--- config.mk ---
export PLATFORM = sky130hd
export DESIGN_NAME = elevator_scheduler
export DESIGN_NICKNAME = d
export VERILOG_FILES = /design/src/rtl/elevator_scheduler.sv
export SDC_FILE = /design/constraint.sdc
export NUM_CORES = 1
export LEC_CHECK = 0
export ABC_AREA = 1
export BUFFER_PORTS_ARGS = -buffer_cell sky130_fd_sc_hd__buf_2
export CAP_MARGIN = 20
export CORE_UTILIZATION = 35
export CTS_CLUSTER_SIZE = 24
export DETAILED_ROUTE_END_ITERATION = 8
export PLACE_DENSITY = 0.63
export SKIP_LAST_GASP = 1
export SYNTH_ARGS = -nofsm -noshare
export SYNTH_HDL_FRONTEND = slang
export SYNTH_SLANG_ARGS = --single-unit
--- constraint.sdc ---
create_clock -name clk -period 4 [get_ports clk]
set_input_delay 0 -clock clk [delete_from_list [all_inputs] [get_ports clk]]
set_output_delay 0 -clock clk [all_outputs]
set_load 0.05 [all_outputs]
--- src/rtl/elevator_scheduler.sv ---
// Elevator car controller: SCAN (collective-selective) scheduling over the latched
// call registers, floor-by-floor travel timing, door timing, and one-cycle clear
// pulses back to the button register block.
//
// state  | meaning
// -------+----------------------------------------------------------------
// IDLE   | car parked, door closed; picks door / direction from the calls
// MOVING | motor on in dir_up direction; timer paces one floor per period
// DOOR   | door open at current_floor; timer restarts on a fresh call here
module elevator_scheduler #(
    parameter int FLOORS        = 8,
    parameter int FLOOR_W       = 3,
    parameter int TRAVEL_CYCLES = 4,
    parameter int DOOR_CYCLES   = 6
) (
    input  logic               clk,
    input  logic               reset,
    input  logic [FLOORS-1:0]  active_in_levels,
    input  logic [FLOORS-2:0]  active_out_up_levels,
    input  logic [FLOORS-1:1]  active_out_down_levels,
    output logic [FLOORS-1:0]  inactivate_in_levels,
    output logic [FLOORS-2:0]  inactivate_out_up_levels,
    output logic [FLOORS-1:1]  inactivate_out_down_levels,
    output logic [FLOOR_W-1:0] current_floor,
    output logic               dir_up,
    output logic               motor_up,
    output logic               motor_down,
    output logic               door_open
);

    localparam int T_MAX   = (TRAVEL_CYCLES > DOOR_CYCLES) ? TRAVEL_CYCLES : DOOR_CYCLES;
    localparam int TIMER_W = (T_MAX > 1) ? $clog2(T_MAX) : 1;
    localparam logic [FLOOR_W-1:0] TOP_FLOOR = FLOOR_W'(FLOORS - 1);
    localparam logic [TIMER_W-1:0] TRAVEL_TC = TIMER_W'(TRAVEL_CYCLES - 1);
    localparam logic [TIMER_W-1:0] DOOR_TC   = TIMER_W'(DOOR_CYCLES - 1);

    typedef enum logic [1:0] {
        IDLE   = 2'd0,
        MOVING = 2'd1,
        DOOR   = 2'd2
    } state_t;

    state_t              state;
    logic [TIMER_W-1:0]  timer;

    // Hall vectors padded to full width; the missing end bits are constant zero.
    logic [FLOORS-1:0]   up_full;
    logic [FLOORS-1:0]   down_full;
    logic [FLOORS-1:0]   calls;
    logic [FLOORS-1:0]   prev_in;
    logic [FLOORS-1:0]   prev_up;
    logic [FLOORS-1:0]   prev_dn;
    logic [FLOORS-1:0]   onehot;

    logic [FLOOR_W-1:0]  ef;
    logic                eff_dir;
    logic                above;
    logic                below;
    logic                fwd;
    logic                rev;
    logic                cont;
    logic                same_hall;
    logic                opp_hall;
    logic                flip;
    logic                serve;
    logic                new_dir;
    logic                travel_tc;
    logic                p_in;
    logic                p_up;
    logic                p_dn;

    assign up_full   = {1'b0, active_out_up_levels};
    assign down_full = {active_out_down_levels, 1'b0};
    assign calls     = active_in_levels | up_full | down_full;
    assign prev_in   = inactivate_in_levels;
    assign prev_up   = {1'b0, inactivate_out_up_levels};
    assign prev_dn   = {inactivate_out_down_levels, 1'b0};
    assign travel_tc = (timer == TRAVEL_TC);
    assign onehot    = {{(FLOORS-1){1'b0}}, 1'b1} << ef;

    // Evaluate the serve rule at the floor of interest: the current floor, or the
    // floor being arrived at while moving. End floors force the direction.
    always_comb begin
        ef = current_floor;
        if (state == MOVING) begin
            if (dir_up && current_floor != TOP_FLOOR)
                ef = current_floor + FLOOR_W'(1);
            else if (!dir_up && current_floor != '0)
                ef = current_floor - FLOOR_W'(1);
        end
        above = 1'b0;
        below = 1'b0;
        for (int i = 0; i < FLOORS; i++) begin
            if (calls[i] && (i > int'(ef))) above = 1'b1;
            if (calls[i] && (i < int'(ef))) below = 1'b1;
        end
        if (ef == TOP_FLOOR)
            eff_dir = 1'b0;
        else if (ef == '0)
            eff_dir = 1'b1;
        else
            eff_dir = dir_up;
        fwd       = eff_dir ? above : below;
        rev       = eff_dir ? below : above;
        cont      = dir_up ? above : below;
        same_hall = eff_dir ? up_full[ef] : down_full[ef];
        opp_hall  = eff_dir ? down_full[ef] : up_full[ef];
        flip      = ~fwd & opp_hall & ~same_hall;
        serve     = active_in_levels[ef] | same_hall | flip;
        new_dir   = flip ? ~eff_dir : eff_dir;
    end

    // Decide which calls at the evaluated floor get a clear pulse this cycle.
    // While the door is open, a bit still showing last cycle's pulse is stale.
    always_comb begin
        p_in = 1'b0;
        p_up = 1'b0;
        p_dn = 1'b0;
        case (state)
            IDLE, MOVING: begin
                if (serve && (state == IDLE || travel_tc)) begin
                    p_in = active_in_levels[ef];
                    p_up = new_dir & up_full[ef];
                    p_dn = ~new_dir & down_full[ef];
                end
            end
            DOOR: begin
                p_in = active_in_levels[ef] & ~prev_in[ef];
                p_up = dir_up & up_full[ef] & ~prev_up[ef];
                p_dn = ~dir_up & down_full[ef] & ~prev_dn[ef];
            end
            default: ;
        endcase
    end

    // Car FSM with registered motor, door, direction, floor and pulse outputs.
    always_ff @(posedge clk or posedge reset) begin
        if (reset) begin
            state                      <= IDLE;
            timer                      <= '0;
            current_floor              <= '0;
            dir_up                     <= 1'b1;
            motor_up                   <= 1'b0;
            motor_down                 <= 1'b0;
            door_open                  <= 1'b0;
            inactivate_in_levels       <= '0;
            inactivate_out_up_levels   <= '0;
            inactivate_out_down_levels <= '0;
        end else begin
            inactivate_in_levels       <= onehot & {FLOORS{p_in}};
            inactivate_out_up_levels   <= onehot[FLOORS-2:0] & {(FLOORS-1){p_up}};
            inactivate_out_down_levels <= onehot[FLOORS-1:1] & {(FLOORS-1){p_dn}};
            case (state)
                IDLE: begin
                    timer <= '0;
                    if (serve) begin
                        state     <= DOOR;
                        door_open <= 1'b1;
                        dir_up    <= new_dir;
                    end else if (fwd) begin
                        state      <= MOVING;
                        dir_up     <= eff_dir;
                        motor_up   <= eff_dir;
                        motor_down <= ~eff_dir;
                    end else if (rev) begin
                        state      <= MOVING;
                        dir_up     <= ~eff_dir;
                        motor_up   <= ~eff_dir;
                        motor_down <= eff_dir;
                    end else begin
                        dir_up <= eff_dir;
                    end
                end
                MOVING: begin
                    if (travel_tc) begin
                        timer         <= '0;
                        current_floor <= ef;
                        if (serve) begin
                            state      <= DOOR;
                            motor_up   <= 1'b0;
                            motor_down <= 1'b0;
                            door_open  <= 1'b1;
                            dir_up     <= new_dir;
                        end else if (!cont) begin
                            // Calls ahead were withdrawn; park and re-decide.
                            state      <= IDLE;
                            motor_up   <= 1'b0;
                            motor_down <= 1'b0;
                        end
                    end else begin
                        timer <= timer + 1'b1;
                    end
                end
                DOOR: begin
                    if (p_in || p_up || p_dn) begin
                        timer <= '0;
                    end else if (timer == DOOR_TC) begin
                        state     <= IDLE;
                        door_open <= 1'b0;
                        timer     <= '0;
                    end else begin
                        timer <= timer + 1'b1;
                    end
                end
                default: begin
                    state      <= IDLE;
                    motor_up   <= 1'b0;
                    motor_down <= 1'b0;
                    door_open  <= 1'b0;
                end
            endcase
        end
    end

endmodule

After elaboration in Yosys (flattened, before gate mapping)
Cells that the tools add are included.
{ "word_totals": {"out_inout_bits": 29, "reg_bits": 34, "input_bits": 24, "elab_cells": 178} }
{ "op_classes": {"shift": 1, "eq_ne": 14, "n_addsub": 3, "n_bitwise": 25, "magnitude_cmp": 15, "reduce_logical": 32, "n_mux": 78} }
{ "ops": {"columns": ["operator", "n"], "rows": [
  ["$mux 1", 49],
  ["$bmux 1 s3", 6],
  ["$mux 3", 6],
  ["$logic_and 1x1->1", 17],
  ["$mux 2", 8],
  ["$and 7x7->7", 2],
  ["$gt 3x3->1 const A", 4],
  ["$ne 2x2->1 const B", 5],
  ["$reduce_and 5->1", 2],
  ["$and 1x1->1", 9],
  ["$lt 3x3->1 const A", 3],
  ["$ne 3x3->1 const B", 3],
  ["$not 1->1", 9],
  ["$pmux 1 s3", 3],
  ["$pmux 3 s3", 1],
  ["$and 8x8->8", 1],
  ["$or 8x7->8", 1],
  ["$or 8x8->8", 1],
  ["$pmux 1 s2", 4],
  ["$shl 1x3->8 const A", 1],
  ["$add 3x1->3 const B", 2],
  ["$eq 3x3->1 const B", 2],
  ["$gt 2x3->1 const A", 2],
  ["$lt 1x3->1 const A", 2],
  ["other kinds (19)", 25]
]} }

Logic depth before layout (Yosys ltp)
Gate-level depths: netlist of the first run.
{ "logic_depth": {"word_depth": 26, "ltp_mapped": 28, "ltp_nobuf": 27} }

Worst setup path after synthesis of the first run
Ideal clock, no wire load.
{ "synth_path": {"path_type": "reg-to-reg", "startpoint": "reg current_floor[0]", "endpoint": "reg door_open", "setup_slack_ns": 0.852, "arrival_ns": 3.025, "period_less_slack_ns": 3.148, "path_stages_with_launch": 28, "setup_ns": 0.124, "required_time_ns": 3.876, "n_path_buf": 1, "path_cell_list": "dfrtp_1 -> ha_1 -> ha_1 -> inv_1 -> nand2_1 -> nand3_2 -> nand2_1 -> nand2_4 -> nand2_4 -> buf_6 -> nand2_1 -> nand2_1 -> nand2_1 -> nand2_1 -> nand2_2 -> nand2_1 -> o21ai_2 -> nand2_2 -> nor2_4 -> nor2_4 -> nand3_1 -> nand2_1 -> nand2_4 -> nand3_4 -> nand2_4 -> nand2_2 -> nand2_1 -> o21ai_2"} }
{ "synth_between": {"elab_chain_cells": 26} }
{ "synth_lines": {"columns": ["element", "line_no", "source"], "rows": [
  ["from (decl)", "24", "output logic [FLOOR_W-1:0] current_floor,"],
  ["from (signal assigned)", "141", "current_floor <= '0;"],
  ["from (signal assigned)", "177", "current_floor <= ef;"],
  ["branches (longest 4 deep; another with $sub 3x1->3)", null, null],
  ["$mux 3 (*)", "85", "if (state == MOVING) begin"],
  ["$lt 1x3->1 or $gt 1x3->1 (tied branches)", "95, 94", null],
  ["$logic_and 1x1->1 (on tied branches)", "95, 94", null],
  ["$mux 1 (on tied branches) (7 in series)", "95, 94", null],
  ["$mux 1", "103", "fwd = eff_dir ? above : below;"],
  ["$not 1->1", "108", "flip = ~fwd & opp_hall & ~same_hall;"],
  ["$and 1x1->1 (2 in series)", "108", null],
  ["$mux 1 or $or 1x1->1 (tied branches)", "110, 109", null],
  ["$and 1x1->1 (tied with other cells)", "123", "p_up = new_dir & up_full[ef];"],
  ["$mux 1 or $and 1x1->1 (tied branches)", "121, 124", null],
  ["$pmux 1 s2 or $mux 1 (tied branches)", "119, 121", null],
  ["$logic_or 1x1->1 or $pmux 1 s2 (tied branches)", "195, 119", null],
  ["$logic_or 1x1->1", "195", "if (p_in || p_up || p_dn) begin"],
  ["$ne 2x2->1 (no source line)", null, null],
  ["$reduce_and 3->1 (no source line)", null, null],
  ["to (signal assigned)", "182", "door_open <= 1'b1;"],
  ["to (signal assigned)", "199", "door_open <= 1'b0;"],
  ["to (signal assigned)", "209", "door_open <= 1'b0;"],
  ["to (decl)", "28", "output logic door_open"]
]} }
Mark *: on every way between the ends. The select of a mux whose other input is x is not followed.
A chain may end at the register's enable or synchronous reset.

Worst setup path after layout of the first run
Same ends and word-level chain as after synthesis.

==> impl_metrics.csv, run 1 <==
group,metric,value,unit
die,dieHeight,87.4,microns
worst_setup_path,arrival,3.56,ns
synth,synth_most_common_cell,"nand2_1",
routing,avgViaCountPerCell,5.00,
cts,cts_root_buf,"clkbuf_8",
routing,dr.pass1.iters,5,
sta,period_share,0.834,
sta,holdWs,0.343,ns
outcome,status,"finished clean",
pwr,power_frac_seq,0.263,
grt,grt_max_degree,35,
grt,grt_pass1_vias,2452,
synth,async_reset_ff_frac,1.00,
worst_setup_path,start_kind,"register",
sta,maxSlewHeadroom,0.514,
die,dieArea,7640,sq um
worst_setup_path,crit_required,4.22,ns
worst_setup_path,crit_buf_inv,3,
worst_setup_path,crit_family,"simple AND/OR/NAND/NOR gates",
synth,yosys-top-cells-count,"120 x nand2_1, 41 x nor2_1, 33 x dfrtp_1, 33 x inv_1, 22 x nand3_1",
die,io_pins,53,
sta,tns,0,ns
cts,clock-sinks,34,
die,rows,30,
placed_design,place_congestion,0.853,
synth,synth_top_area_frac,0.324,
synth,synth_nets,397,
synth,yosysWarningCount,0,
routing,wl_per_cell,13.2,microns
sta,setup-violations-final,0,
die,core_area,6910,sq um
synth,synth-edff-count,0,
cts,path_clk_slew,0.08,ns
finish,insertedDiodeCount,0,
synth,synth_cells,361,
synth,yosys.area.top_type,"dfrtp_1",
routing,drtIter0Drc,136,
pwr,switching_share,0.448,
pwr,power.switching,0.000687,W
sta,tightestPinTransition,0.729,ns
pwr,ir_drop,0.230,mV
synth,yosys_register_bits,34,
cts,cts_buffers,5,
synth,synthTopCellsByArea,"dfrtp_1 32%, nand2_1 18%, nor2_1 6.0%",
sta,rsz0062_at_grt,"no",
pwr,internal_power,0.000846,W
cts,clockBufferDepth,2,
synth,synth.distinct_cells,35,
finish,drive_gt1_frac,0.254,
worst_setup_path,rr_worst_depth,25,
worst_hold_path,hold_path.class,"input port to asynchronous set/reset pin",
routing,drc_errors,0,
pwr,pwr-share-comb,0.484,
finish,nets,453,
sta,clock.fmax,300,MHz
sta,setup_slack,0.662,ns
worst_setup_path,r2r_slack,0.66,ns
grt,antenna_found_initial,0,
pwr,p_clk_frac,0.253,
finish,area_growth,19.5,%
worst_setup_path,worstSetupPathType,"register to register",
sta,skew,0.00661,ns
synth,syn_area,2550,sq um
cts,htreeDepth,2,
worst_setup_path,crit_slowest_cell,"dfrtp_1",
grt,grt_overflow,0,
synth,ys_seq_area_frac,0.334,
cts,cts_tree,"yes",
pwr,power.leakage,1.67,nW
placed_design,preCtsSetupSlack,0.690,ns
sta,fin_crit,3.34,ns
synth,synth_ff_type,"dfrtp_1",
cts,clk_latency,0.29,ns
sta,hold_viol,0,
placed_design,dp_hpwl,5.18,mm
worst_setup_path,cp_num_cells,25,
die,die_w,87.4,microns
routing,finalWirelength,6.78,mm
synth,synth_area_per_cell,7.07,sq um
worst_setup_path,worstPathMaxFanout,15,
job,drv_cap,0,
grt,grt_pass1_wl,11.3,mm
worst_setup_path,max_stage_delay,0.47,ns
worst_setup_path,cpMostUsedCell,"nand2_1",
routing,vias,2572,
grt,grt_usage,0.189,
sta,finalMaxSlewViolations,0,
worst_setup_path,reg2reg_to,"door_open$_DFFE_PP0P_",
placed_design,numPortBuffers,52,
worst_setup_path,r2r-start,"current_floor[0]$_DFFE_PP0P_",
worst_setup_path,cp-end-kind,"register",
routing,postRouteAntennaNets,0,
pwr,powerDensity,503,nW/um^2
die,start_util,0.370,
==> routing by layer <==
metal	routed length, microns	GRT usage	part of all wire
met1	3230	0.255	0.48
met5	0	0	0
met3	297	0.0379	0.044
met2	3210	0.316	0.47
met4	47	0.0283	0.0069
==> cell usage in the layout, fill, tap and decap left out, types with 2 or more instances in the layout <==
| cell | netlist | routed |
|---|---|---|
| or3_1 | 4 | 4 |
| nand3_1 | 22 | 22 |
| a21oi_2 | 2 | 2 |
| a22oi_1 | 6 | 6 |
| inv_1 | 33 | 33 |
| buf_2 | 3 | 52 |
| bufinv_16 | 0 | 2 |
| dfrtp_1 | 33 | 33 |
| nand2_1 | 120 | 120 |
| ha_1 | 12 | 12 |
| inv_2 | 3 | 3 |
| a21oi_1 | 8 | 8 |
| nand3_2 | 6 | 6 |
| nand2_4 | 6 | 6 |
| o21ai_0 | 10 | 10 |
| nor2_1 | 41 | 41 |
| o21ai_1 | 2 | 2 |
| nand4_1 | 12 | 12 |
| o21ai_2 | 4 | 4 |
| inv_4 | 2 | 2 |
| nor2_2 | 5 | 5 |
| or2_2 | 3 | 3 |
| nand2_2 | 7 | 7 |
| nor3_1 | 2 | 2 |
| buf_4 | 1 | 2 |
| nor2_4 | 3 | 3 |
| clkbuf_8 | 0 | 5 |
==> through the flow <==
step | instance area [sq um] | power (W) | utilization | cells
floorplan | 2550 | 0.000996 | - | 361
global placement | 2900 | 0.00114 | 0.420 | 505
detailed placement | 2900 | 0.00115 | 0.420 | 505
CTS | 3050 | 0.00154 | 0.442 | 514
global route | 3050 | 0.00164 | 0.442 | 514
finish | 3050 | 0.00153 | 0.442 | 514
==> how the worst max path moves through the flow <==
stage,from,endpoint,slack [ns]
finish,current_floor[0]$_DFFE_PP0P_,door_open$_DFFE_PP0P_,0.66
CTS,current_floor[0]$_DFFE_PP0P_,door_open$_DFFE_PP0P_,0.67
global route,current_floor[0]$_DFFE_PP0P_,state[0]$_DFFE_PP0P_,0.36
floorplan,current_floor[0]$_DFFE_PP0P_,door_open$_DFFE_PP0P_,0.85
detailed placement,current_floor[0]$_DFFE_PP0P_,state[0]$_DFFE_PP0P_,0.69
global placement,current_floor[0]$_DFFE_PP0P_,state[0]$_DFFE_PP0P_,0.71
==> layout make-up <==
type,count,area [sq um]
tap,96,120
timing repair buffer,55,285
sequential,34,852
multi-input combinational,283,1510
clock inverter,3,68.8
inverter,38,148
fill,744,3860
clock buffer,5,68.8
==> flip-flops by register name (all words and copies together), names as in the netlist <==
name / count
motor_up: 1
inactivate_in_levels: 8
dir_up: 1
inactivate_out_up_levels: 7
motor_down: 1
inactivate_out_down_levels: 7
door_open: 1
current_floor: 3
state: 2
timer: 3
==> worst register-to-register path, stage by stage, from the launching register on <==
cell     delay, ns
dfrtp_1       0.47
ha_1          0.24
ha_1          0.19
inv_1         0.05
nand2_1       0.10
nand3_2       0.11
nand3_2       0.18
nand2_4       0.26
inv_4         0.10
nor2_4        0.23
nand2_1       0.08
nand4_1       0.09
nand2_1       0.07
nand2_1       0.11
inv_2         0.04
nand2_1       0.11
nor2_4        0.06
nor2_4        0.10
nand3_1       0.09
nand2_2       0.10
nand2_4       0.10
nand3_4       0.12
nand2_4       0.07
nand2_2       0.08
nand2_1       0.06
o21ai_2       0.05
==> timing repair <==
action,4_1_cts,5_1_grt
resized for setup,0,0
hold buffers,1,0
hold endpoints to repair,33,0
setup buffers,0,0
==> logic make-up (layout without fill, tap and decap cells) <==
group	after synthesis	after routing	synth area share
AO/OA/AOI/OAI	38	38	0.0990
flip-flops	34	34	0.334
AND/OR/NAND/NOR	233	233	0.433
adder cells (fa/ha/maj)	12	12	0.0588
buffers and inverters	44	101	0.0755
==> power by group through the flow <==
| stage | logic [W] | registers (W) | clock network [W] |
|---|---|---|---|
| after floorplan | 0.000516 | 0.000479 | 0 |
| after global placement | 0.000729 | 0.000408 | 0 |
| after detailed placement | 0.000740 | 0.000409 | 0 |
| after CTS | 0.000744 | 0.000403 | 0.000395 |
| after global routing | 0.000824 | 0.000407 | 0.000413 |
| final | 0.000742 | 0.000403 | 0.000388 |
(Power assumes the default switching activity.)
==> run 2: changes to the inputs <==
Settings changed: PLACE_DENSITY 0.63 to 0.65.
Clock period 4 ns to 2.74 ns, I/O delays scaled along.
==> run 2 against run 1 <==
Net effect:
- the flow now finishes with violations (negative setup slack)
- largest cell class unchanged
- largest power group unchanged
- non-clock buffer count grew 59
- maximum frequency is 15% higher
- critical path depth is 1 lower
- sequential share of layout area down 5.0 points
- design area increased by 23%
==> impl_metrics.csv, run 2 (synthesis gave the netlist of run 1 again) <==
group,metric,value,unit
finish,multi_input_area,1770,sq um
routing,finalWirelength,7.44,mm
pwr,ir_drop,0.405,mV
finish,nets,513,
outcome,status,"finished, violations left",
cts,clk_latency,0.29,ns
finish,largest_reg_flops,8,
job,drv_cap,0,
worst_setup_path,worstSetupPathType,"register to register",
cts,cts_tree,"yes",
finish,regArea,856,sq um
worst_setup_path,crit_required,2.97,ns
sta,fin_crit,2.91,ns
placed_design,dp_hpwl,5.63,mm
pwr,power.leakage,1.96,nW
pwr,fin_total_pwr,0.00246,W
grt,grt_pass1_vias,2722,
sta,period_share,1.06,
outcome,failed_checks,"negative setup slack",
die,dieHeight,87.4,microns
finish,top_register,"inactivate_in_levels",
finish,drive_gt1_frac,0.460,
finish,layout_commonest_cell,"nand2_1",
finish,fillers,675,
worst_setup_path,worstPathMaxFanout,5,
routing,drc_errors,0,
die,start_util,0.370,
grt,grt_usage,0.205,
sta,holdWs,0.339,ns
worst_hold_path,hold_path.class,"input port to asynchronous set/reset pin",
finish,final_cell_mix,"100 x nand2_1, 56 x buf_4, 52 x buf_2",
grt,grt_overflow,0,
finish,insertedDiodeCount,0,
die,die_w,87.4,microns
worst_setup_path,start_kind,"register",
cts,path_clk_slew,0.07,ns
die,dieArea,7640,sq um
sta,finalMaxSlewViolations,0,
sta,hold_viol,0,
routing,avgViaCountPerCell,4.85,
finish,stdcell_area,3740,sq um
routing,postRouteAntennaNets,0,
finish,reg_top3,"inactivate_in_levels x8, inactivate_out_down_levels x7, inactivate_out_up_levels x7",
placed_design,place_congestion,0.891,
grt,grt_max_degree,35,
pwr,powerDensity,657,nW/um^2
placed_design,dpl-instance-area,3330,sq um
grt,antenna_found_initial,0,
die,rows,30,
die,core_area,6910,sq um
worst_setup_path,cp-end-kind,"register",
cts,htreeDepth,2,
sta,tightestPinTransition,0.422,ns
sta,clock.fmax,343,MHz
grt,grt_pass1_wl,12.2,mm
cts,clockBufferDepth,2,
routing,dr.pass1.iters,4,
sta,setup_slack,-0.173,ns
placed_design,numPortBuffers,52,
worst_setup_path,arrival,3.14,ns
sta,rsz0062_at_grt,"yes",
die,io_pins,53,
finish,area_growth,46.5,%
worst_setup_path,r2r_slack,-0.17,ns
routing,wl_per_cell,13.0,microns
sta,skew,0.00287,ns
routing,drtIter0Drc,126,
sta,setup-violations-final,30,
cts,clock-sinks,34,
cts,cts_root_buf,"clkbuf_8",
sta,maxSlewHeadroom,0.719,
routing,vias,2786,
cts,cts_buffers,5,
-- run 2: layout make-up --
type                            instances  share of cell area
Tap cell                               96              0.0321
Timing Repair Buffer                  114               0.200
Inverter                               38              0.0408
Multi-Input combinational cell        284               0.473
Clock buffer                            6              0.0221
Clock inverter                          2             0.00335
Sequential cell                        34               0.229
-- run 2: path summary, 6_finish.rpt --
| kind | startpoint | endpoint | depth (start not counted) |
|---|---|---|---|
| worst max-delay path | current_floor[0]$_DFFE_PP0P_ | door_open$_DFFE_PP0P_ | 24 |
| worst min-delay path | reset | inactivate_out_down_levels[2]$_DFF_PP0_ | 4 |
| worst max register to register | current_floor[0]$_DFFE_PP0P_ | door_open$_DFFE_PP0P_ | 24 |
| worst min register to register | motor_up$_DFFE_PP0P_ | motor_up$_DFFE_PP0P_ | 2 |
| max in group asynchronous | reset | dir_up$_DFFE_PP1P_ | 4 |
| min in group clk | motor_up$_DFFE_PP0P_ | motor_up$_DFFE_PP0P_ | 2 |
-- run 2: worst max-delay path, stage by stage, from the launching register on --
cell	delay (ns)
dfrtp_2	0.45
ha_4	0.18
ha_4	0.17
inv_2	0.06
nand2_4	0.06
o21ai_2	0.12
inv_2	0.07
a21oi_4	0.24
buf_6	0.15
nand3_1	0.07
nand2_1	0.08
nand2_1	0.08
nand2_1	0.10
nand4_1	0.12
nand2_2	0.10
nor2_4	0.05
nor2_4	0.16
nand3_2	0.08
nand2_2	0.10
nand2_4	0.06
nand3_4	0.10
nand2_4	0.07
nand2_2	0.08
nand2_2	0.05
o21ai_2	0.04
-- run 2: timing repair --
action	CTS	global route
buffers inserted	7	6
hold endpoints to repair	33	0
cloned	1	0
setup endpoints to repair	30	31
resized for setup	13	54
hold buffers	1	0
pin swaps	19	40
-- run 2: layer usage --
metal,vias to the layer above,routed length [microns],global-route usage
li1,1404,-,-
met1,1288,3340,0.266
met2,84,3660,0.344
met3,10,370,0.0455
met4,0,71,0.0492
met5,-,0,0
-- run 2: through the flow --
step	std cells	setup WS, ns	TNS [ns]	util
after floorplan	361	-0.151	-0.628	-
after global placement	554	-0.117	-1.19	0.482
after detailed placement	554	-0.152	-2.06	0.482
after CTS	570	-0.134	-0.942	0.512
after global routing	574	-0.367	-7.42	0.541
final	574	-0.173	-2.52	0.541
-- run 2: report_power, final --
part / internal, W / switching (W)
sequential: 0.000552 / 0.0000304
combinational: 0.000574 / 0.000901
clock: 0.000202 / 0.000196
total: 0.00133 / 0.00113
